`src/rtl/scan_mux_reg.sv`:
```
// Registered N-channel multiplexer with manual (strobed) select and a
// round-robin auto-scan mode with programmable per-channel dwell.
module scan_mux_reg #(
    parameter int WIDTH    = 1,
    parameter int CHANNELS = 8,
    parameter int SEL_W    = 3,
    parameter int DWELL    = 50000000
) (
    input  logic                      CLOCK_50,
    input  logic                      rst_n,
    input  logic [CHANNELS*WIDTH-1:0] din,
    input  logic [SEL_W-1:0]          sel,
    input  logic                      sel_load,
    input  logic                      mode,
    input  logic                      hold,
    output logic [WIDTH-1:0]          y,
    output logic [SEL_W-1:0]          cur_sel,
    output logic                      y_valid,
    output logic                      scan_wrap,
    output logic                      sel_err
);

    localparam int                 CNT_W    = (DWELL > 1) ? $clog2(DWELL) : 1;
    localparam logic [SEL_W:0]     NUM_CH   = (SEL_W + 1)'(CHANNELS);
    localparam logic [SEL_W-1:0]   LAST_SEL = SEL_W'(CHANNELS - 1);
    localparam logic [CNT_W-1:0]   CNT_LAST = CNT_W'(DWELL - 1);

    logic [WIDTH-1:0] y_q, y_d;
    logic [SEL_W-1:0] cur_sel_q, cur_sel_d;
    logic [CNT_W-1:0] cnt_q, cnt_d;
    logic             y_valid_q, y_valid_d;
    logic             scan_wrap_q, scan_wrap_d;
    logic             sel_err_q, sel_err_d;

    always_comb begin
        // NOTE: every always_comb output gets a default first, so no path leaves it unassigned and no latch is inferred.
        y_d         = din[cur_sel_q*WIDTH +: WIDTH];
        cur_sel_d   = cur_sel_q;
        cnt_d       = cnt_q;
        y_valid_d   = 1'b1;
        scan_wrap_d = 1'b0;
        sel_err_d   = 1'b0;

        if (mode) begin
            // The counter is always 0 on entry to scan (held at 0 in manual),
            // so the channel current at entry gets its full dwell.
            if (!hold) begin
                if (cnt_q == CNT_LAST) begin
                    cnt_d = '0;
                    if (cur_sel_q == LAST_SEL) begin
                        cur_sel_d   = '0;
                        scan_wrap_d = 1'b1;
                    end else begin
                        cur_sel_d = cur_sel_q + 1'b1;
                    end
                end else begin
                    cnt_d = cnt_q + 1'b1;
                end
            end
        end else begin
            cnt_d = '0;
            if (sel_load) begin
                if ({1'b0, sel} < NUM_CH) begin
                    cur_sel_d = sel;
                end else begin
                    sel_err_d = 1'b1;
                end
            end
        end
    end

    // NOTE: reset is synchronous here -- rst_n is only looked at on the rising clock edge.
    always_ff @(posedge CLOCK_50) begin
        // NOTE: state registers use non-blocking assignments so every flop samples the pre-edge values.
        if (!rst_n) begin
            y_q         <= '0;
            cur_sel_q   <= '0;
            cnt_q       <= '0;
            y_valid_q   <= 1'b0;
            scan_wrap_q <= 1'b0;
            sel_err_q   <= 1'b0;
        end else begin
            y_q         <= y_d;
            cur_sel_q   <= cur_sel_d;
            cnt_q       <= cnt_d;
            y_valid_q   <= y_valid_d;
            scan_wrap_q <= scan_wrap_d;
            sel_err_q   <= sel_err_d;
        end
    end

    assign y         = y_q;
    assign cur_sel   = cur_sel_q;
    assign y_valid   = y_valid_q;
    assign scan_wrap = scan_wrap_q;
    assign sel_err   = sel_err_q;

endmodule

```
`config.mk`:
```
export PLATFORM = sky130hd
export DESIGN_NAME = scan_mux_reg
export DESIGN_NICKNAME = d
export VERILOG_FILES = /design/src/rtl/scan_mux_reg.sv
export SDC_FILE = /design/constraint.sdc
export NUM_CORES = 1
export LEC_CHECK = 0
export ABC_AREA = 1
export CAP_MARGIN = 20
export CELL_PAD_IN_SITES_DETAIL_PLACEMENT = 1
export CELL_PAD_IN_SITES_GLOBAL_PLACEMENT = 2
export CORE_UTILIZATION = 30
export CTS_CLUSTER_DIAMETER = 40
export CTS_CLUSTER_SIZE = 8
export DETAILED_ROUTE_END_ITERATION = 10
export GPL_TIMING_DRIVEN = 0
export MAX_ROUTING_LAYER = met4
export PLACE_DENSITY_LB_ADDON = 0.1
export SETUP_SLACK_MARGIN = 0.5
export SYNTH_ARGS = -nofsm -noshare
export SYNTH_HDL_FRONTEND = slang
export SYNTH_SLANG_ARGS = --single-unit
```
`constraint.sdc`:
```
create_clock -name CLOCK_50 -period 1.8 [get_ports CLOCK_50]
set_clock_uncertainty 0.2 [all_clocks]
set_input_delay 0.18 -clock CLOCK_50 [delete_from_list [all_inputs] [get_ports CLOCK_50]]
set_output_delay 0.18 -clock CLOCK_50 [all_outputs]
set_load 0.1 [all_outputs]
```
# Word-level counts from Yosys, hierarchy flattened
# Cells that the tools add are included.
[classes]
addsub = 2
eq_ne = 4
n_shift = 1
mux = 8
bitwise = 3
n_reduce_logical = 4
[ops]
columns = ["cell", "count"]
rows = [
  ["26-bit by 1-bit adder with 26-bit output (second input constant)", 1],
  ["26-bit equality test (second input constant)", 1],
  ["26-bit two-way mux", 1],
  ["3-bit two-way mux", 5],
  ["8-bit by 4-bit variable part select with 1-bit output", 1],
  ["4-bit OR reduction", 1],
  ["3-bit by 1-bit adder with 3-bit output (second input constant)", 1],
  ["3-bit equality test (second input constant)", 1],
  ["1-bit inverter", 3],
  ["3-bit AND reduction", 1],
  ["1-bit two-way mux", 2],
  ["2-bit by 1-bit != test with 1-bit output (second input constant)", 1],
  ["2-bit != test (second input constant)", 1],
  ["2-bit AND reduction", 1],
  ["2-bit nonzero test", 1],
]
[word_totals]
reg_bits = 32
inputBits = 16
wordCells = 27

# Longest topological paths before layout
[depth]
word_depth = 5
depth_mapped = 9

# Worst setup path after synthesis
# OpenSTA, ideal clock, no wires.
[synth_path]
kind = "register to register"
start = "register cur_sel_q[0], in the netlist cur_sel[0]"
end = "register cur_sel_q[2], in the netlist cur_sel[2]"
arrival_ns = 1.768
t_required_ns = 1.485
path_slack_ns = -0.283
path_stages_with_launch = 7
path_buffers = 0
period_less_slack_ns = 2.083
cell_sequence = "dfxtp_1 ha_1 ha_1 nand2_1 nand2_1 a21oi_1 nor2_1"
[synth_between]
elab_chain_len = 5
elab_cells_between_ends = 6
[synth_lines]
columns = ["element", "line_no", "text"]
rows = [
  ["start: declaration", "29", "logic [SEL_W-1:0] cur_sel_q, cur_sel_d;"],
  ["start signal: assignment", "84", "cur_sel_q <= cur_sel_d;"],
  ["3-bit by 1-bit adder with 3-bit output / 3-bit equality test (equally long branches)", "54, 50", ""],
  ["3-bit two-way mux (*)", "50", "if (cur_sel_q == LAST_SEL) begin"],
  ["3-bit two-way mux (*)", "48", "if (cnt_q == CNT_LAST) begin"],
  ["3-bit two-way mux (*)", "47", "if (!hold) begin"],
  ["3-bit two-way mux (*)", "44", "if (mode) begin"],
]
# Mark *: on every way between the ends. The rest lies on a longest branch, timed or not. The select of a mux whose other input is x is not followed.
# A chain may end at the register's enable or synchronous reset.

# Final worst setup path
[layout_path]
start = "register cnt_q[0]"
end = "register cnt_q[24]"
[layout_between]
elab_chain_len = 2
elab_cells_between_ends = 3
[layout_lines]
columns = ["element", "line_no", "text"]
rows = [
  ["start: declaration", "30", "logic [CNT_W-1:0] cnt_q, cnt_d;"],
  ["start signal: assignment", "85", "cnt_q <= cnt_d;"],
  ["26-bit by 1-bit adder with 26-bit output / 26-bit equality test (equally long branches)", "57, 48", ""],
  ["26-bit two-way mux (*)", "48", ""],
]
# Mark *: on every way between the ends. The rest lies on a longest branch, timed or not.

==> metrics.cfg <==
[timing]
post-route-period-util_pct = 87.3
maxSlewViolCount = 0
setup_ws_ns = 0.229
rsz0062_at_grt = yes
max_freq_ghz = 0.636
hold_slack_ns = -0.0113
setup_viol = 0
fin_setup_tns_ns = 0
hold_viol = 1
layout_min_cycle_time_ns = 1.57

[logic_synthesis]
synth-simple-area-share_pct = 43.2
synth_top_area_share_pct = 34.7
synth.distinct_cells = 31
synth-seq-cells = 32
synth_top_family_by_area = simple AND/OR/NAND/NOR gates
ys.flop_type = dfxtp_1
yosysMostFrequentCell = nor2_1
synth_edf_count = 0
synth_area_leaders = dfxtp_1 35%, nor2_1 10%, nand2_1 10%, inv_1 6.1%, nor2_2 5.4%
synth_area_leader_cell = dfxtp_1
synthAdderAreaFrac_pct = 2.03
ys.warnings.count = 0
synth_compound_area_share_pct = 6.64
synthCells = 268
synthMuxAreaShare_pct = 0.542
syn_avg_cell_area_sq_um = 6.89
synth-xor-area-share_pct = 4.74
seq_area_frac_synth_pct = 34.7
netlist_top_cells_count = 51 x nor2_1, 50 x nand2_1, 32 x dfxtp_1, 30 x inv_1, 16 x nor2_2
syn_nets = 287
synth_area_sq_um = 1850
async_reset_ff_share_pct = 0

[setup_path]
required_ns = 1.78
crit_type = flip-flop to flip-flop
cpLargestDelayFamily = simple AND/OR/NAND/NOR gates
worstPathMaxFanout = 4
end_kind = flip-flop
worst-path-buf-inv = 0
crit_cells = 8
r2r.worst_path.cells = 8
startpoint_type = flip-flop
r2r_start = cnt_q[0]$_SDFFE_PN0N_
cp.arrival_ns = 1.55
reg2reg_setup_slack_ns = 0.23
crit_start = cnt_q[0]$_SDFFE_PN0N_
crit_chain = ha_4 -> nand3_2 -> nor2_4 -> nand4_1 -> nor2_4 -> nand3_2 -> nand2_2 -> nor2_2
cp_slowest_cell = dfxtp_4
max_stage_delay_ns = 0.36

[power]
internal-power_w = 0.00113
switching_share_pct = 27.8
leakage_nw = 1.13
combPwrFrac_pct = 14.0
p_sw_w = 0.000435
seqPwrFrac_pct = 45.9
power_density_nw_per_um2 = 548
power.share.clock_pct = 40.1
peakVddDrop_mv = 0.267
power_w = 0.00156

[global_routing]
antenna_found_initial = 0
overflow = 0
grt_pass1_wl_mm = 8.65
first_global_vias = 1861
grt_max_degree = 11
grt_use_total_pct = 18.0

[floorplanning]
initial_utilization_pct = 31.2
die_x_microns = 80.5
io_pins = 23
dieArea_sq_um = 6470
die_h_microns = 80.5
core_sq_um = 5920
core.rowCount = 28

[place]
dp.cells = 364
place_hpwl_mm = 3.83
io_buffers = 21
place.gp.congestion = 0.768
place_ws_ns = -0.386

[drt]
vias_per_cell = 4.70
via_count = 1829
first_pass_iters = 4
ant_nets = 0
drt-total-wl_mm = 5.37
route.detailed.drc = 0
wl_per_cell_microns = 13.8
first_iter_violations = 38

[clock_network]
cts_tree = done
cts-hold-fix-buffers = 0
path_clk_slew_ns = 0.07
htreeDepth = 2
cts_buffers = 5
clk_latency_ns = 0.28
cts.sinks = 32
clock_path_buffers = 2
clockRootBuffer = clkbuf_8

[layout]
areaGrowthSynthToFinish_pct = 54.3
drive_gt1_share_pct = 51.6
diodes = 0
fillers = 713
layout.cells.non_filler = 389
utilization_pct = 48.1
fin_nets = 333

[min_path]
whs_path_depth = 1
hp-class = input pin to flip-flop
min_from = rst_n

[status]
failed_checks = hold timing
status = finished, violations left

[job]
drv_cap = 0

[area by class of cell]
type	count	area (sq um)	share of cell area, %
multi-input combinational	202	1440	50.4
sequential	32	703	24.7
timing repair buffer	39	365	12.8
inverter	32	129	4.52
clock buffer	7	96.3	3.38
tap	75	93.8	3.29
buffer	2	27.5	0.966
[sequential cells by signal, summed over array words and instances (netlist names)]
name	count
cur_sel	3
y_valid	1
scan_wrap	1
cnt_q	26
y	1
[routing by layer]
metal / GRT usage, % / up-vias / wire [microns]
li1: - / 938 / -
met1: 22.5 / 865 / 2580
met2: 30.0 / 22 / 2580
met3: 3.52 / 4 / 155
met4: 3.75 / 0 / 46
met5: - / - / 0
[cell families (layout without fill, tap and decap cells)]
family | count (synthesis) | after routing
AOI/OAI and AO/OA | 21 | 21
xor gates and xnor gates | 10 | 10
adders and majority gates | 3 | 3
buffers and inverters | 34 | 80
DFF | 32 | 32
muxes | 1 | 1
other | 1 | 1
and+or+nand+nor | 166 | 166
[power groups by stage]
stage	logic (W)	clock network, W	registers [W]
after floorplan	0.0000700	0	0.000805
after global placement	0.000199	0	0.000746
after detailed placement	0.000199	0	0.000746
after CTS	0.000206	0.000646	0.000727
after global routing	0.000235	0.000668	0.000720
final	0.000218	0.000626	0.000718
[final timing paths]
path                                                to
worst min register to register   cnt_q[6]$_SDFFE_PN0N_
worst max-delay path            cnt_q[24]$_SDFFE_PN0N_
worst min-delay path                   y_valid$_DFF_P_
worst max register to register  cnt_q[24]$_SDFFE_PN0N_
[metrics by stage]
| step | hold slack [ns] | instance area, sq um |
|---|---|---|
| floorplan | 0.00772 | 1900 |
| global placement | 0.310 | 2200 |
| detailed placement | 0.318 | 2200 |
| CTS | 0.308 | 2610 |
| global route | 0.00929 | 2850 |
| finish | -0.0113 | 2850 |
[timing repair]
| action | 4_1_cts | 5_1_grt |
|---|---|---|
| hold endpoints to repair | 0 | 0 |
| endpoints found under the setup margin | 35 | 31 |
| setup buffers | 12 | 6 |
| gates resized for setup | 109 | 59 |
| pin swaps | 34 | 20 |
[cell usage in the layout (no fill, tap or decap), types with 6 or more instances in the layout]
cell type,instances
clkdlybuf4s50_1,12
nand4_1,6
nor2_1,32
nor2_2,21
nor2_4,17
nand2_2,19
inv_1,22
xor2_1,7
dfxtp_2,14
clkbuf_8,7
buf_4,19
inv_2,7
nand3_2,6
nand2_1,35
dfxtp_1,6
nand3_1,6
dfxtp_4,12
nand2_4,6
o21ai_0,6
Note: power is estimated with default switching activity, not from simulation.
